===== src/rtl/backend_stage_chain.sv =====
// In-order backend pipeline with per-stage hold/squash, late result updates,
// operand forwarding with youngest-producer priority, and a writeback port.
module backend_stage_chain #(
    parameter int unsigned STAGES = 4,
    parameter int unsigned DATA_W = 32,
    parameter int unsigned CTRL_W = 16,
    parameter int unsigned NUM_RD = 2
) (
    input  logic                       clk,
    input  logic                       rst,
    input  logic                       issue_i,
    input  logic [CTRL_W-1:0]          ctrl_i,
    input  logic [4:0]                 waddr_i,
    input  logic [DATA_W-1:0]          data_i,
    input  logic                       rdy_i,
    input  logic [STAGES-2:0]          stall_i,
    input  logic [STAGES-2:0]          clr_i,
    input  logic [STAGES-1:0]          upd_valid_i,
    input  logic [STAGES*DATA_W-1:0]   upd_data_i,
    input  logic [NUM_RD*5-1:0]        rd_addr_i,
    input  logic [NUM_RD*DATA_W-1:0]   rf_data_i,
    output logic [NUM_RD*DATA_W-1:0]   fwd_data_o,
    output logic [NUM_RD-1:0]          fwd_wait_o,
    output logic [STAGES-1:0]          valid_o,
    output logic [STAGES*CTRL_W-1:0]   ctrl_o,
    output logic                       wb_valid_o,
    output logic [4:0]                 wb_waddr_o,
    output logic [DATA_W-1:0]          wb_data_o
);
    localparam int NS = int'(STAGES);
    localparam int NR = int'(NUM_RD);
    localparam int DW = int'(DATA_W);

    logic [STAGES-1:0]              valid_q, valid_d, rdy_q, rdy_d;
    logic [STAGES-1:0][CTRL_W-1:0]  ctrl_q, ctrl_d;
    logic [STAGES-1:0][4:0]         waddr_q, waddr_d;
    logic [STAGES-1:0][DATA_W-1:0]  result_q, result_d, res_eff;
    logic [STAGES-1:0]              rdy_eff, upd_ok, hold, clr_ext;
    logic [NUM_RD-1:0]              fwd_hit;

    // The writeback stage has no squash input.
    assign clr_ext = {1'b0, clr_i};

    // A stall anywhere downstream also freezes every older-facing stage behind it.
    always_comb begin
        hold = '0;
        for (int k = 0; k < NS - 1; k++) begin
            for (int j = k; j < NS - 1; j++) begin
                hold[k] = hold[k] | stall_i[j];
            end
        end
    end

    // Late results follow the instruction to wherever it lands this edge.
    always_comb begin
        for (int k = 0; k < NS; k++) begin
            upd_ok[k]  = upd_valid_i[k] & valid_q[k] & ~clr_ext[k];
            res_eff[k] = upd_ok[k] ? upd_data_i[k*DW +: DW] : result_q[k];
            rdy_eff[k] = upd_ok[k] | rdy_q[k];
        end
    end

    always_comb begin
        valid_d  = '0;
        ctrl_d   = '0;
        waddr_d  = '0;
        result_d = '0;
        rdy_d    = '0;
        if (hold[0]) begin
            if (!clr_ext[0]) begin
                valid_d[0]  = valid_q[0];
                ctrl_d[0]   = ctrl_q[0];
                waddr_d[0]  = waddr_q[0];
                result_d[0] = res_eff[0];
                rdy_d[0]    = rdy_eff[0];
            end
        end else if (issue_i) begin
            valid_d[0]  = 1'b1;
            ctrl_d[0]   = ctrl_i;
            waddr_d[0]  = waddr_i;
            result_d[0] = data_i;
            rdy_d[0]    = rdy_i;
        end
        for (int k = 1; k < NS; k++) begin
            if (hold[k]) begin
                if (!clr_ext[k]) begin
                    valid_d[k]  = valid_q[k];
                    ctrl_d[k]   = ctrl_q[k];
                    waddr_d[k]  = waddr_q[k];
                    result_d[k] = res_eff[k];
                    rdy_d[k]    = rdy_eff[k];
                end
            end else if (!hold[k-1] && !clr_ext[k-1]) begin
                valid_d[k]  = valid_q[k-1];
                ctrl_d[k]   = ctrl_q[k-1];
                waddr_d[k]  = waddr_q[k-1];
                result_d[k] = res_eff[k-1];
                rdy_d[k]    = rdy_eff[k-1];
            end
        end
    end

    always_ff @(posedge clk) begin
        if (rst) begin
            valid_q  <= '0;
            ctrl_q   <= '0;
            waddr_q  <= '0;
            result_q <= '0;
            rdy_q    <= '0;
        end else begin
            valid_q  <= valid_d;
            ctrl_q   <= ctrl_d;
            waddr_q  <= waddr_d;
            result_q <= result_d;
            rdy_q    <= rdy_d;
        end
    end

    // Youngest matching producer wins; address 0 never forwards.
    always_comb begin
        fwd_data_o = '0;
        fwd_wait_o = '0;
        fwd_hit    = '0;
        for (int p = 0; p < NR; p++) begin
            if (rd_addr_i[p*5 +: 5] != 5'd0) begin
                fwd_data_o[p*DW +: DW] = rf_data_i[p*DW +: DW];
                for (int k = 0; k < NS; k++) begin
                    if (!fwd_hit[p] && valid_q[k] && waddr_q[k] == rd_addr_i[p*5 +: 5]) begin
                        fwd_hit[p]             = 1'b1;
                        fwd_data_o[p*DW +: DW] = result_q[k];
                        fwd_wait_o[p]          = ~rdy_q[k];
                    end
                end
            end
        end
    end

    assign valid_o    = valid_q;
    assign ctrl_o     = ctrl_q;
    assign wb_valid_o = valid_q[NS-1] && (waddr_q[NS-1] != 5'd0);
    assign wb_waddr_o = waddr_q[NS-1];
    assign wb_data_o  = result_q[NS-1];

endmodule


===== config.mk =====
export PLATFORM = sky130hd
export DESIGN_NAME = backend_stage_chain
export DESIGN_NICKNAME = d
export VERILOG_FILES = /design/src/rtl/backend_stage_chain.sv
export SDC_FILE = /design/constraint.sdc
export NUM_CORES = 1
export LEC_CHECK = 0
export BUFFER_PORTS_ARGS = -buffer_cell sky130_fd_sc_hd__buf_2
export CAP_MARGIN = 20
export CORE_MARGIN = 2
export CORE_UTILIZATION = 40
export DETAILED_ROUTE_END_ITERATION = 8
export PLACE_DENSITY = 0.67
export SYNTH_ARGS = -nofsm -noshare
export SYNTH_HDL_FRONTEND = slang
export SYNTH_SLANG_ARGS = --single-unit
export TNS_END_PERCENT = 1

===== constraint.sdc =====
create_clock -name clk -period 3.95 [get_ports clk]
set_input_delay 0.79 -clock clk [delete_from_list [all_inputs] [get_ports clk]]
set_output_delay 0.79 -clock clk [all_outputs]
set_load 0.005 [all_outputs]

==> results.py <==
metrics = {
    "run_status": {
        "status": "completed",
    },
    "setup_path": {
        "crit_start": "waddr_q[13]",
        "r2r_start": "valid_o[0]",
        "slowest_delay_ps": 400,
        "crit_buf_inv": 3,
        "cp.arrival_ps": 3030,
        "path_class": "flip-flop to output port",
        "cp_slowest_cell": "nor4_2",
        "cp-start-kind": "flip-flop",
        "crit_family": "simple AND/OR/NAND/NOR gates",
        "crit_path_cell_trace": "xor2_1 > nor4_2 > nand3_2 > buf_6 > nand4_1 > buf_12 > nor2_1 > a311oi_2 > buf_2",
        "worstPathRequired_ps": 3160,
        "crit_path_max_fanout": 35,
        "crit_path_end_kind": "output port",
    },
    "grt": {
        "grt_overflow": 0,
        "antenna_found_initial": 8,
        "grt_max_degree": 137,
        "grtUsageTotal_pct": 29.8,
        "grt_pass1_vias": 12100,
        "grt_pass1_wl_mm": 71.4,
    },
    "power": {
        "pwr_density_cell_nw_per_um2": 334,
        "pwr-share-seq_pct": 45.3,
        "intPower_mw": 3.73,
        "combPwrFrac_pct": 9.4,
        "total_power_mw": 4.94,
        "clock_power_share_pct": 45.3,
        "swShare_pct": 24.5,
        "ir_worst_vdd_mv": 0.274,
        "switchingPower_mw": 1.21,
        "leakage_nw": 6.92,
    },
    "routing": {
        "wl_met2_mm": 22.4,
        "num_vias": 12214,
        "topRoutingLayerUsed": "met5",
        "drt_iter0_drc": 1196,
        "wl_met3_mm": 4.45,
        "wl_met1_mm": 19.1,
        "dr.pass1.iters": 5,
        "viasPerCell": 5.77,
        "drc_errors": 0,
        "drt_wl_total_mm": 48.0,
        "detail-route-antenna-nets": 0,
        "avgRoutedWirePerCell_um": 22.7,
    },
    "timing": {
        "hold_viol_final": 0,
        "finalCritPeriodShare_pct": 96.8,
        "rsz0062_at_grt": "true",
        "finClkSkew_ps": 14.3,
        "hold_ws_ps": 486,
        "final_max_slew_viol_count": 0,
        "min_period_ps": 3820,
        "setup_viol": 0,
        "tightest_slew_ps": 1020,
        "fmax_mhz": 262,
        "maxSlewHeadroom_pct": 31.9,
    },
    "clocking": {
        "root_buffer": "clkbuf_16",
        "cts_sinks": 220,
        "cts_max_level": 1,
        "clock_latency_ps": 530,
        "cts_tree": "yes",
        "clk_pin_slew_worst_paths_ps": 60,
        "cts_buffers": 24,
        "cts_max_path_buffers": 3,
    },
    "die": {
        "num_rows": 62,
        "fp.dieW_um": 176,
        "die-area_um2": 31000,
        "ios": 441,
        "start_util_pct": 40.9,
        "core_area_um2": 28900,
        "die_h_um": 176,
    },
    "cells_and_area": {
        "layoutNonFillerInstCount": 2116,
        "final_core_util_pct": 51.2,
        "fin_nets": 1980,
        "drive_above_1_share_pct": 33.7,
        "syn2layout_area_growth_pct": 25.1,
    },
    "placed_design": {
        "gp_congestion": 0.918,
        "dp_hpwl_mm": 32.5,
        "dp_cells": 2066,
        "io_buffer_count": 407,
    },
    "logic_synthesis": {
        "async_flop_share_pct": 0,
        "synthesis.area_um2": 11800,
        "ys.flop_type": "dfxtp_1",
        "synth-seq-cells": 220,
        "synth_edf_count": 0,
        "avgSynthCellArea_um2": 8.42,
        "yosysWarnings": 0,
        "syn_inst": 1404,
        "synth_fp_nets": 1673,
        "synth_seq_area_share_pct": 37.2,
        "ys_types": 47,
    },
    "flow_run": {
        "cap_violations": 0,
    },
    "min_path": {
        "worstHoldStart": "data_i[29]",
        "hold_path_class": "input port to flip-flop",
    },
}
## timing repair
item	in CTS	in global routing
setup endpoints to repair	12	25
hold endpoints to repair	0	0
pin swaps	1	2
setup buffers	0	2
gates cloned	1	0
resized for setup	0	1
hold buffers	0	0
## per-stage QoR
step | cell area, um2 | setup TNS (ps) | setup slack [ps]
global placement | 14000 | -101 | -36.6
CTS | 14800 | 0 | 29.1
floorplan | 11800 | 0 | 898
detailed placement | 14000 | -153 | -44.1
finish | 14800 | 0 | 128
global route | 14800 | -27.7 | -27.7
## flip-flops by register name, indices dropped and copies added, names as in the netlist
name,cells
ctrl_o,64
rdy_q,4
result_q,96
valid_o,4
waddr_q,15
wb_data_o,32
wb_waddr_o,5
## final cells by class
cell class | instances | area, um2
Clock buffer | 35 | 702
Timing Repair Buffer | 451 | 2530
Fill cell | 2779 | 14100
Tap cell | 384 | 480
Antenna cell | 4 | 10.0
Sequential cell | 220 | 4400
Multi-Input combinational cell | 1010 | 6580
Inverter | 4 | 15.0
Clock inverter | 8 | 78.8
## worst min-delay path: cells and delay by family
kind / cells / cell delay (ps)
simple gates: 1 / 70
buf+inv: 1 / 80
compound gates: 1 / 50
## synthesized netlist by cell type (2+ instances only)
cell | n | area, um2
inv_1 | 4 | 15.0
xor2_1 | 28 | 245
nor3_1 | 32 | 160
nand3_1 | 34 | 170
xnor2_1 | 12 | 105
nor3_2 | 4 | 40.0
and2_1 | 24 | 150
buf_2 | 37 | 185
o2111a_1 | 31 | 349
or3_1 | 2 | 12.5
a21oi_1 | 38 | 190
a311oi_1 | 4 | 35.0
nor2b_1 | 2 | 12.5
a22oi_1 | 64 | 480
mux2i_1 | 96 | 961
a311oi_2 | 29 | 435
nand4_1 | 3 | 18.8
nor4_1 | 6 | 37.5
nand2_1 | 106 | 398
and3_1 | 4 | 25.0
o21a_1 | 3 | 22.5
or2_2 | 5 | 31.3
buf_8 | 3 | 45.0
clkbuf_1 | 79 | 297
o21ai_0 | 41 | 205
o22a_1 | 64 | 561
nand2b_1 | 2 | 12.5
buf_4 | 44 | 330
o221ai_1 | 4 | 35.0
buf_1 | 6 | 22.5
o221ai_2 | 29 | 435
buf_6 | 2 | 22.5
nor2_1 | 329 | 1230
dfxtp_1 | 220 | 4400
## logic make-up after synthesis
group | synth area share, %
AO/OA/AOI/OAI | 23.6
XOR/XNOR | 2.96
buffers and inverters | 7.75
flip-flops | 37.2
multiplexers | 8.12
AND/OR/NAND/NOR | 20.3
## placed cells by master, fill, tap and decap left out, types with 6 or more instances in the layout
cell type / n
buf_2: 406
nor2_1: 326
dfxtp_1: 220
nand2_1: 104
mux2i_1: 96
a22oi_1: 64
o22a_1: 64
o21ai_0: 41
a21oi_1: 38
nand3_1: 33
o2111a_1: 31
buf_4: 31
nor3_1: 30
o221ai_2: 29
a311oi_2: 29
xor2_1: 28
clkbuf_16: 24
and2_1: 23
xnor2_1: 12
buf_12: 12
nor3_2: 6
clkbuf_8: 6
## per-layer routing
metal | global-route usage, % | vias up
li1 | - | 5559
met1 | 36.8 | 5796
met2 | 50.8 | 713
met3 | 6.37 | 136
met4 | 11.9 | 10
met5 | 0 | -
## worst paths after layout
| check | to | slack (ps) | cells after the start |
|---|---|---|---|
| max | fwd_data_o[13] | 130 | 9 |
| min | result_q[29] | 490 | 3 |
| max reg2reg | result_q[17] | 1640 | 7 |
| min reg2reg | ctrl_o[56] | 490 | 1 |
## power groups by stage
stage                     logic (mW)  registers, mW  clock network [mW]
final                          0.462           2.24                2.24
after global routing           0.498           2.24                2.36
after detailed placement       0.460           2.29                   0
after global placement         0.457           2.29                   0
after CTS                      0.462           2.24                2.28
after floorplan                0.217           2.28                   0
(Power assumes the default switching activity.)
